`src/rtl/ttt_pkg.sv`:
```
// Shared tic-tac-toe definitions: cell encoding, board layout, controller states.
package ttt_pkg;

   localparam int BOARD_W = 18;

   localparam logic [1:0] CELL_HUMAN = 2'd0;
   localparam logic [1:0] CELL_CPU   = 2'd1;
   localparam logic [1:0] CELL_EMPTY = 2'd2;
   localparam logic [1:0] WIN_DRAW   = 2'd2;

   localparam logic [BOARD_W-1:0] BOARD_EMPTY = {9{CELL_EMPTY}};

   typedef enum logic [2:0] {
      IDLE,
      PLAYER_WAIT,
      CPU_REQ,
      CPU_WAIT,
      CHECK,
      DONE
   } state_t;

   // Indices above 8 return the unused code 3 so they never look empty.
   function automatic logic [1:0] cell_at(input logic [BOARD_W-1:0] b, input logic [3:0] idx);
      logic [1:0] c;
      c = 2'd3;
      for (int i = 0; i < 9; i++) begin
         if (idx == 4'(i)) c = b[2*i +: 2];
      end
      return c;
   endfunction

endpackage

```
`src/rtl/win_detector.sv`:
```
// Combinational three-in-line and board-full detector for one player code.
module win_detector
   import ttt_pkg::*;
(
   input  logic [BOARD_W-1:0] board,
   input  logic [1:0]         player,
   output logic               win,
   output logic               full
);

   logic [8:0] own;
   logic [8:0] empty;

   always_comb begin
      own   = '0;
      empty = '0;
      for (int i = 0; i < 9; i++) begin
         own[i]   = (board[2*i +: 2] == player);
         empty[i] = (board[2*i +: 2] == CELL_EMPTY);
      end
   end

   assign win = (own[0] & own[1] & own[2]) |
                (own[3] & own[4] & own[5]) |
                (own[6] & own[7] & own[8]) |
                (own[0] & own[3] & own[6]) |
                (own[1] & own[4] & own[7]) |
                (own[2] & own[5] & own[8]) |
                (own[0] & own[4] & own[8]) |
                (own[2] & own[4] & own[6]);

   assign full = ~|empty;

endmodule

```
`src/rtl/board_controller.sv`:
```
// Tic-tac-toe game sequencer: owns the board, alternates human and CPU moves,
// applies a fallback CPU move on timeout and reports win/draw.
module board_controller
   import ttt_pkg::*;
#(
   parameter bit CPU_FIRST   = 1'b0,
   parameter int CPU_TIMEOUT = 16
) (
   input  logic               clock,
   input  logic               reset_n,
   input  logic               start,
   input  logic               player_valid,
   input  logic [3:0]         player_idx,
   output logic               player_ready,
   output logic               cpu_req,
   input  logic               cpu_valid,
   input  logic [3:0]         cpu_idx,
   output logic [BOARD_W-1:0] board,
   output logic               cpu_turn,
   output logic               illegal_move,
   output logic               game_over,
   output logic [1:0]         winner
);

   localparam int CNT_W = $clog2(CPU_TIMEOUT + 1);

   state_t             state, state_nxt;
   logic [BOARD_W-1:0] board_q, board_nxt;
   logic [CNT_W-1:0]   cnt, cnt_nxt;
   logic [1:0]         mover, mover_nxt;
   logic               illegal_q, illegal_nxt;
   logic               over_q, over_nxt;
   logic [1:0]         winner_q, winner_nxt;

   logic               we;
   logic [3:0]         widx;
   logic [3:0]         fallback_idx;
   logic               player_legal, cpu_legal;
   logic               line_win, board_full;

   win_detector u_win (
      .board  (board_q),
      .player (mover),
      .win    (line_win),
      .full   (board_full)
   );

   assign player_legal = (player_idx <= 4'd8) && (cell_at(board_q, player_idx) == CELL_EMPTY);
   assign cpu_legal    = (cpu_idx    <= 4'd8) && (cell_at(board_q, cpu_idx)    == CELL_EMPTY);

   // Lowest-index empty cell; scanning downward leaves the smallest match.
   always_comb begin
      fallback_idx = 4'd0;
      for (int i = 8; i >= 0; i--) begin
         if (board_q[2*i +: 2] == CELL_EMPTY) fallback_idx = 4'(i);
      end
   end

   always_ff @(posedge clock or negedge reset_n) begin
      if (!reset_n) state <= IDLE;
      else          state <= state_nxt;
   end

   always_comb begin
      state_nxt   = state;
      we          = 1'b0;
      widx        = 4'd0;
      cnt_nxt     = cnt;
      mover_nxt   = mover;
      illegal_nxt = 1'b0;
      over_nxt    = over_q;
      winner_nxt  = winner_q;
      board_nxt   = board_q;

      if (start) begin
         state_nxt  = CPU_FIRST ? CPU_REQ : PLAYER_WAIT;
         board_nxt  = BOARD_EMPTY;
         over_nxt   = 1'b0;
         winner_nxt = WIN_DRAW;
      end else begin
         case (state)
            PLAYER_WAIT: begin
               if (player_valid) begin
                  if (player_legal) begin
                     we        = 1'b1;
                     widx      = player_idx;
                     mover_nxt = CELL_HUMAN;
                     state_nxt = CHECK;
                  end else begin
                     illegal_nxt = 1'b1;
                  end
               end
            end
            CPU_REQ: begin
               cnt_nxt   = '0;
               state_nxt = CPU_WAIT;
            end
            CPU_WAIT: begin
               if (cpu_valid && cpu_legal) begin
                  we        = 1'b1;
                  widx      = cpu_idx;
                  mover_nxt = CELL_CPU;
                  state_nxt = CHECK;
               end else begin
                  illegal_nxt = cpu_valid;
                  // A rejected CPU move does not restart the timeout window.
                  if (cnt == CNT_W'(CPU_TIMEOUT - 1)) begin
                     we        = 1'b1;
                     widx      = fallback_idx;
                     mover_nxt = CELL_CPU;
                     state_nxt = CHECK;
                  end else begin
                     cnt_nxt = cnt + 1'b1;
                  end
               end
            end
            CHECK: begin
               if (line_win) begin
                  state_nxt  = DONE;
                  over_nxt   = 1'b1;
                  winner_nxt = mover;
               end else if (board_full) begin
                  state_nxt  = DONE;
                  over_nxt   = 1'b1;
                  winner_nxt = WIN_DRAW;
               end else begin
                  state_nxt = (mover == CELL_CPU) ? PLAYER_WAIT : CPU_REQ;
               end
            end
            default: ;
         endcase

         if (we) begin
            for (int i = 0; i < 9; i++) begin
               if (widx == 4'(i)) board_nxt[2*i +: 2] = mover_nxt;
            end
         end
      end
   end

   always_comb begin
      player_ready = (state == PLAYER_WAIT);
      cpu_req      = (state == CPU_REQ);
      cpu_turn     = (state == CPU_REQ) || (state == CPU_WAIT);
   end

   always_ff @(posedge clock or negedge reset_n) begin
      if (!reset_n) begin
         board_q   <= BOARD_EMPTY;
         cnt       <= '0;
         mover     <= CELL_HUMAN;
         illegal_q <= 1'b0;
         over_q    <= 1'b0;
         winner_q  <= WIN_DRAW;
      end else begin
         board_q   <= board_nxt;
         cnt       <= cnt_nxt;
         mover     <= mover_nxt;
         illegal_q <= illegal_nxt;
         over_q    <= over_nxt;
         winner_q  <= winner_nxt;
      end
   end

   assign board        = board_q;
   assign illegal_move = illegal_q;
   assign game_over    = over_q;
   assign winner       = winner_q;

endmodule
```
`config.mk`:
```
export PLATFORM = sky130hd
export DESIGN_NAME = board_controller
export DESIGN_NICKNAME = d
export VERILOG_FILES = /design/src/rtl/ttt_pkg.sv /design/src/rtl/win_detector.sv /design/src/rtl/board_controller.sv
export SDC_FILE = /design/constraint.sdc
export NUM_CORES = 1
export LEC_CHECK = 0
export ABC_AREA = 1
export CAP_MARGIN = 0
export CORE_MARGIN = 8
export CORE_UTILIZATION = 51
export CTS_BUF_LIST = sky130_fd_sc_hd__clkbuf_4
export CTS_CLUSTER_SIZE = 8
export DETAILED_ROUTE_END_ITERATION = 6
export PLACE_DENSITY_LB_ADDON = 0.15
export SYNTH_ARGS = -nofsm -noshare
export SYNTH_HDL_FRONTEND = slang
export SYNTH_SLANG_ARGS = --single-unit
```
`constraint.sdc`:
```
create_clock -name clock -period 2 [get_ports clock]
set_input_delay 0.3 -clock clock [delete_from_list [all_inputs] [get_ports clock]]
set_output_delay 0.3 -clock clock [all_outputs]
set_load 0.02 [all_outputs]
```
* After elaboration in Yosys (flattened, before gate mapping)
Index checks and enable logic that the tools add are counted.
Storage, ports and cells: bits in writable memories 0, latch bits 0, bits in registers 32, memories 0, input bits 13, ROM bits 0
Cells by class: mux-type cells 80, multiply operators 0, order comparisons 2, bitwise operators 24, reduce and logical (&&, ||, !) cells 33, div/mod/pow operators 0, add/sub/neg operators 1, shifts and indexed selects 0, equality and inequality tests 56
Operator list (number):
- 2-bit 2-to-1 mux | 36
- 4-bit 2-to-1 mux | 14
- 4-bit by 3-bit equality test with 1-bit output, second input constant | 12
- 18-bit 2-to-1 mux | 2
- 4-bit by 2-bit equality test with 1-bit output, second input constant | 6
- 2-bit nonzero test | 12
- 2-bit equality test, second input constant | 11
- 3-bit 2-to-1 mux | 7
- 2-bit AND reduction | 10
- 2-bit equality test | 9
- 1-bit bitwise AND | 16
- 1-bit 2-to-1 mux | 13
- 4-bit by 1-bit equality test with 1-bit output, second input constant | 3
- 4-bit equality test, second input constant | 3
- 4-bit zero test | 3
- 3-bit one-hot mux with 4 select lines | 1
- 5-bit 2-to-1 mux | 2
- 5-bit one-hot mux with 2 select lines | 1
- 9-bit OR reduction | 1
- 4-bit <= comparator, second input constant | 2
- 4-bit one-hot mux with 2 select lines | 1
- 4-bit AND reduction | 2
- 1-bit bitwise OR | 7
- 3-bit by 2-bit equality test with 1-bit output, second input constant | 2
- other kinds (15) | 20

* Logic depth before layout (Yosys ltp)
Gate-level depths: netlist of the first run.
depth in word-level cells 20, depth in mapped cells 22

* By module
From an unflattened synthesis of the first run, not the netlist that was laid out.
Second synthesis, totals: cells, all modules 417, area total of the unflattened synthesis 2678.8 µm²
By module, submodules not included:
- board_controller | cells an instance 315, instances 1, sequential area each 813.3 µm², area each 2214.6 µm²
- win_detector | cells an instance 102, instances 1, sequential area each 0.0 µm², area each 464.2 µm²

* Worst setup path before layout of the first run
OpenSTA, ideal clock, no wires.
path type flip-flop to flip-flop, from register board_q[5] (netlist: board[5]), to register board_q[0] (netlist: board[0]), buffers on the path 0, setup slack 6 ps, stages on the path, launching flop included 20, setup time 116 ps, data arrival time 1877 ps, clock period less this slack 1994 ps, cells stage by stage dfstp_2 > inv_1 > nor2_1 > o21ai_0 > nor2_1 > nand2_1 > nand2_1 > nand2_1 > nand2_1 > nand2_2 > nand2_4 > nand2_4 > nand2_1 > nand2_2 > nand2_1 > nand3_1 > nor2_2 > nand2_1 > nand2_1 > nand2_1
Between the ends: longest elaborated chain between the ends 16
RTL lines:
- start: declaration | RTL line board_controller.sv:28 | logic [BOARD_W-1:0] board_q, board_nxt;
- start signal: assignment | RTL line board_controller.sv:156 | board_q <= board_nxt;
- 2-bit 2-to-1 mux (7 in series) | RTL line ttt_pkg.sv:27 | if (idx == 4'(i)) c = b[2*i +: 2];
- 2-bit equality test (on tied branches) | RTL line board_controller.sv:48, board_controller.sv:49
- 1-bit logical AND (on tied branches) | RTL line board_controller.sv:48, board_controller.sv:49
- 4-bit 2-to-1 mux / 1-bit logical AND (equally long branches) | RTL line board_controller.sv:84, board_controller.sv:99
- 4-bit 2-to-1 mux (on tied branches) | RTL line board_controller.sv:83, board_controller.sv:99
- 4-bit one-hot mux with 2 select lines | RTL line board_controller.sv:81 | case (state)
- 4-bit 2-to-1 mux | RTL line board_controller.sv:75 | if (start) begin
- 4-bit zero test | RTL line board_controller.sv:135 | if (widx == 4'(i)) board_nxt[2*i +: 2] = mover_nxt;
- 2-bit nonzero test (no line)
- 2-bit AND reduction (no line)
Several ways; a longest one is shown, not always the timed one. The select of a mux whose other input is x is not followed. A chain may end at the register's enable or synchronous reset.

* Worst setup path in the final report of the first run
from register board_q[5] (netlist: board[5]), to register board_q[2] (netlist: board[2])
Between the ends: longest elaborated chain between the ends 16
RTL lines (RTL line):
- 2-bit 2-to-1 mux (7 in series) | ttt_pkg.sv:27
- 2-bit equality test (on tied branches) | board_controller.sv:48, board_controller.sv:49
- 1-bit logical AND (on tied branches) | board_controller.sv:48, board_controller.sv:49
- 4-bit 2-to-1 mux / 1-bit logical AND (equally long branches) | board_controller.sv:84, board_controller.sv:99
- 4-bit 2-to-1 mux (on tied branches) | board_controller.sv:83, board_controller.sv:99
- 4-bit one-hot mux with 2 select lines | board_controller.sv:81
- 4-bit 2-to-1 mux | board_controller.sv:75
- 4-bit by 1-bit equality test with 1-bit output | board_controller.sv:135
- 2-bit nonzero test (no line)
- 2-bit AND reduction (no line)
Several ways; a longest one is shown, not always the timed one. The select of a mux whose other input is x is not followed.

==> run metrics, run 1 <==
ant diodes=0; Worst Setup SP=board[5]; top-area cell type share of the netlist area=22.5%; net switching power=1.38 mW; Top-Level Pins=38; R2R Path Start=board[5]; Final Hold Viols=0; Setup WS pre-CTS=-0.507 ns; Total GRT Usage=22.1%; final worst path period share=112%; M1 GR Usage=26.8%; Synth cell types=36; Synth async-reset ratio=100%; vias per cell=5.73; P&R area growth vs syn=56.5%; failing checks=negative setup slack; CP arrival=approximately 2.5 ns; Worst EP required=2.29 ns; placement row count=25; CTS Root Cell=clkbuf_4; initial antenna violation count=0; I/O Buffers=37; antenna-violating nets left=0; critical path type=register to register; overall power=2.99 mW; first-pass detailed-route iteration total=6; met2 Use GR=36.7%; crit path time final=2.24 ns; Finished Layout Cells=549; DRC Markers=0; nets=509; final setup vio count=27; GR Util met3=between 4 and 5%; synthesis-stage register bit count=32; Critical R2R Capture=board[2]; Initial Util=52.4%; Slew HR=70.6%; Yosys warning total=0; CP Launch Type=register; die area=7260 sq um; critical path capture point type=register; vias in the first global route=2875; GR peak layer=met2; Worst-Margin Slew=0.439 ns; clk buf depth=2; status=finished, violations left; flop2flop setup slack=-0.24 ns; top cells by count, synth=120 x nand2_1, 51 x inv_1, 35 x nor2_1; Synth area leaders=dfrtp_1 23%, nand2_1 18%, dfstp_2 11%; Multi-input gate area=1700 sq um; fmax=0.447 GHz; top-count cell post-synth=nand2_1; total CTS buffers=5; Critical Path Fanout Max=7; core box area=4660 sq um; DR iter-0 viols=321; Sink Count=32; Syn Area/Cell=6.46 sq um; ys flop type=dfrtp_1; post-synth net total=just under 400; Die Wd=85.2 um; P_int=1.61 mW; hpwl dp=~5600 um; vias=roughly 3100; Syn Inst Count=roughly 380; worst setup path endpoint=board[2]; Reg clk slew, reported paths=0.12 ns; Clock power frac=13.3%; top cell type by total area after synthesis=dfrtp_1; CTS tree=yes; Reg2Reg Depth=15; Seq/Total Area, Yosys=33.3%; pin count of the biggest net entering global routing=33; Worst Hold Class=input port to asynchronous set/reset pin; worst clock skew=0.0163 ns; final worst slack=-0.238 ns; share of cells above drive strength 1=a little under two fifths; Net Sw Frac=46.2%; Routed WL=between 9000 and 10000 um; placed cell count=523; Clock Latency Late Sink=0.35 ns; worst vdd ir=0.000617 V; storage element area=between 800 and 900 sq um; FILL cells=a little under 300; final max-slew violation count=0; Cell Pwr Density=782 nW/um^2; WL/cell=16.6 um; routability congestion estimate=about 0.93; Die Ht=around 85 um; H-tree depth=2; Synth Cell Area=2440 sq um; P_leak=1.98 nW; first-pass GRT wire length=13100 um; Flop pwr share=between 20% and 30%; Max Cap Viol=0; unrepaired setup endpoints after global routing=yes; Post-synth EDFFs=0; Logic pwr share=58.3%; Overflow after GRT=0
==> critical path: stages, from the launching register on <==
cell	delay (ns)
dfstp_2	0.55
inv_2	0.05
buf_4	0.12
nand3_1	0.07
nand3_1	0.10
nor2_1	0.18
nand3_1	0.11
nand3_1	0.08
nand2_1	0.08
nand2_4	0.10
nand4_1	0.19
nand2_4	0.17
inv_4	0.06
nor2_4	0.11
nand2_2	0.08
o21ai_1	0.13
==> state kept, by name, summed over array words and instances (netlist names) <==
register	flops
board	18
cnt	5
game_over	1
illegal_move	1
mover	2
state	3
winner	2
==> power by group through the flow <==
stage,Clock [mW],Sequential [mW],Combinational [mW]
after global placement,0,0.845,1.29
after CTS,0.397,0.840,1.42
after global routing,0.425,0.858,1.85
after floorplan,0,0.871,0.769
after detailed placement,0,0.847,1.31
final,0.398,0.849,1.74
==> layout make-up <==
class,instances,share of cell area [%]
multi-input cells,283,44.4
repair buffers,113,25.1
inverters,59,5.95
clock inverters,2,0.294
flip-flops and latches,32,21.3
clock buffers,6,1.18
well taps,54,1.77
==> per-stage QoR <==
stage	cell area (sq um)	TNS [ns]	utilization, %	hold WS (ns)
detailed placement	3290	-11.14	70.7	0.505
CTS	3570	-1.04	76.6	0.352
finish	3820	-3.80	82.1	0.335
global route	3820	-6.73	82.1	0.377
floorplan	2440	0	-	0.00441
global placement	3290	-11.27	70.7	0.497
==> worst min-delay path by stage <==
stage	end	depth (start not counted)	slack, ns	start
2_1_floorplan	board[0]	0	0.004	reset_n
3_5_place_dp	board[3]	2	0.50	board[3]
4_1_cts	cnt[0]	2	0.35	reset_n
6_report	cnt[3]	2	0.34	reset_n
3_3_place_gp	board[3]	2	0.50	board[3]
5_1_grt	illegal_move	2	0.38	reset_n
==> metal layers <==
metal,routed length (um),up-vias
li1,-,1439
met1,3550,1462
met2,4530,207
met3,809,37
met4,243,0
met5,0,-
==> cells by family after synthesis <==
family                     after synthesis  share of synthesized area (%)
DFF                                     32                           33.3
adders and majority gates                2                           1.02
buffers and inverters                   64                           10.3
AOI/OAI and AO/OA                       45                           10.4
and+or+nand+nor                        229                           42.8
muxes                                    1                          0.410
xor gates and xnor gates                 5                           1.79
==> timing repair <==
action	in CTS	in global routing
hold buffers	0	0
pin swaps	19	37
resized for setup	62	51
gates cloned	1	0
buffers inserted	5	12
endpoints found under the setup margin	27	33
==> cells in the final DEF, fill, tap and decap left out, types with 2 or more instances in the layout <==
cell type	Yosys	routed
a21oi_1	10	8
nor2_2	6	6
nor3_1	2	2
nand3_1	30	18
ha_1	2	2
dfrtp_1	22	21
clkdlybuf4s50_1	0	26
inv_4	0	2
nand3_4	0	2
nand2_1	120	103
buf_6	1	5
nand3_2	4	14
inv_1	51	42
nor2_4	1	11
o22ai_1	5	4
nand2_4	4	13
or2_2	2	2
clkbuf_4	0	6
xor2_1	5	4
inv_2	6	13
dfstp_2	10	10
a21oi_2	0	2
dlymetal6s2s_1	0	4
nor2_1	35	25
dlygate4sd2_1	0	7
o21ai_2	1	4
clkinv_1	2	2
o21ai_0	17	7
buf_4	1	71
nand4_1	14	14
nand2_2	9	17
o21ai_1	6	12
Note: power is estimated with default switching activity, not from simulation.
==> run 2: changes to the inputs <==
ABC_CLOCK_PERIOD_IN_PS = 2000   (was default)
==> results of run 2 <==
No change in the layout: final DEF, timing and power equal those of run 1.
==> run 3: changes to the inputs <==
CORE_UTILIZATION = 40   (was 51)
REMOVE_ABC_BUFFERS = 1   (was default)
==> run metrics, run 3 (same netlist as run 1, synthesis figures left out) <==
Die Wd=94.2 um; total CTS buffers=5; placed cell count=549; final max-slew violation count=0; vias=2950; placement row count=28; Top-Level Pins=38; die area=8870 sq um; critical path, cell by cell=inv_2, nor2_4, o21ai_2, nor2_1, nand2_1, nand2_1, nand2_1, nand2_1, nand2_2, nand2_4, nand2_8, nand2_4, nand2_4, nand2_2, nand2_2, buf_4, o21ai_2; P_leak=2.00 nW; status=finished, violations left; DRC Markers=0; failing checks=negative setup slack; CTS tree=yes; Initial Util=approximately two fifths; clk buf depth=2; final setup vio count=24; cell mode on critical path=nand2_1; Clock Latency Late Sink=0.34 ns; initial antenna violation count=0; Total GRT Usage=18.9%; Routed WL=8460 um; critical path capture point type=register; Finished Layout Cells=572; CP arrival=2.43 ns; most common cell after layout, fill and taps aside=nand2_1; Final Hold Viols=0; worst vdd ir=0.000577 V; crit path time final=2.15 ns; pin count of the biggest net entering global routing=33; Cell Pwr Density=758 nW/um^2; P&R area growth vs syn=59.2%; Largest register FFs=18; most frequent cells in the layout=104 x nand2_1, 73 x buf_4, 45 x inv_1, 28 x clkdlybuf4s50_1, 27 x nor2_1; antenna-violating nets left=0; CTS Root Cell=clkbuf_4; core box area=5920 sq um; vias in the first global route=~2900; Worst Hold Class=input port to asynchronous set/reset pin; critical path type=register to register; first-pass GRT wire length=~14000 um; Overflow after GRT=0; DR iter-0 viols=223; final worst path period share=108%; vias per cell=5.16; overall power=2.95 mW; Worst path slowest cell=dfstp_2; nets=511; Max Cap Viol=0; Sink Count=32; Slew HR=69.9%; Buf/Inv on CP=2; Reg clk slew, reported paths=0.12 ns; share of cells above drive strength 1=between 30% and 40%; I/O Buffers=37; unrepaired setup endpoints after global routing=yes; CP Launch Type=register; Die Ht=94.2 um; hpwl dp=5870 um; WL/cell=14.8 um; first-pass detailed-route iteration total=4; Critical Path Fanout Max=6; ant diodes=0; crit-path leading delay family=simple AND/OR/NAND/NOR gates; fmax=~0.46 GHz; Worst EP required=2.28 ns; Worst-Margin Slew=about 0.45 ns; H-tree depth=2; worst clock skew=around 0.019 ns; FILL cells=520; max incr delay on CP=0.56 ns; final worst slack=-0.152 ns; routability congestion estimate=roughly 0.96
## run 3: area by class of cell
type / instances / area, sq um / share of cell area [%]
Multi-Input combinational cell: 283 / 1710 / 44.0
Tap cell: 75 / 93.8 / 2.41
Inverter: 59 / 236 / 6.08
Timing Repair Buffer: 115 / 982 / 25.2
Clock inverter: 2 / 7.51 / 0.193
Clock buffer: 6 / 45.0 / 1.16
Sequential cell: 32 / 815 / 20.9
## run 3: where the power goes
part | internal (mW) | switching (mW) | total (mW)
clock | 0.144 | 0.225 | 0.369
sequential | 0.766 | 0.0922 | 0.858
combinational | 0.749 | 0.974 | 1.72
total | 1.66 | 1.29 | 2.95
## run 3: timing repair
action                                  4_1_cts  5_1_grt
setup buffers                                 7        8
endpoints found under the setup margin       32       32
pin swaps                                    28       29
hold buffers                                  0        0
resized for setup                            46       63
hold endpoints to repair                      0        0
gates cloned                                  0        1
## run 3: layer usage
metal / up-vias / part of all wire (%) / global-route usage [%] / wire (um)
li1: 1452 / - / - / -
met1: 1384 / 44 / 24.2 / 3690
met2: 95 / 49 / 31.2 / 4120
met3: 19 / 5.6 / 3.12 / 474
met4: 0 / 2.1 / 6.21 / 180
met5: - / 0 / 0 / 0
## run 3: through the flow
step	setup TNS, ns	util [%]	hold slack, ns	setup WS, ns	instance area [sq um]
final	-1.95	65.7	0.351	-0.152	3890
after CTS	-1.34	60.6	0.369	-0.133	3590
after floorplan	0	-	0.00441	0.00635	2410
after global routing	-5.37	65.7	0.390	-0.282	3890
after detailed placement	-10.92	56.7	0.494	-0.495	3360
after global placement	-11.24	56.7	0.503	-0.508	3360
## run 3: final timing paths
check	from	to	slack, ns	cells after the start
min	reset_n	board[14]	0.35	2
min in group clock	cnt[0]	cnt[0]	0.51	1
max	board[5]	board[4]	-0.15	17
max reg2reg	board[5]	board[4]	-0.15	17
max in group asynchronous	reset_n	board[15]	1.31	2
min reg2reg	cnt[0]	cnt[0]	0.51	1
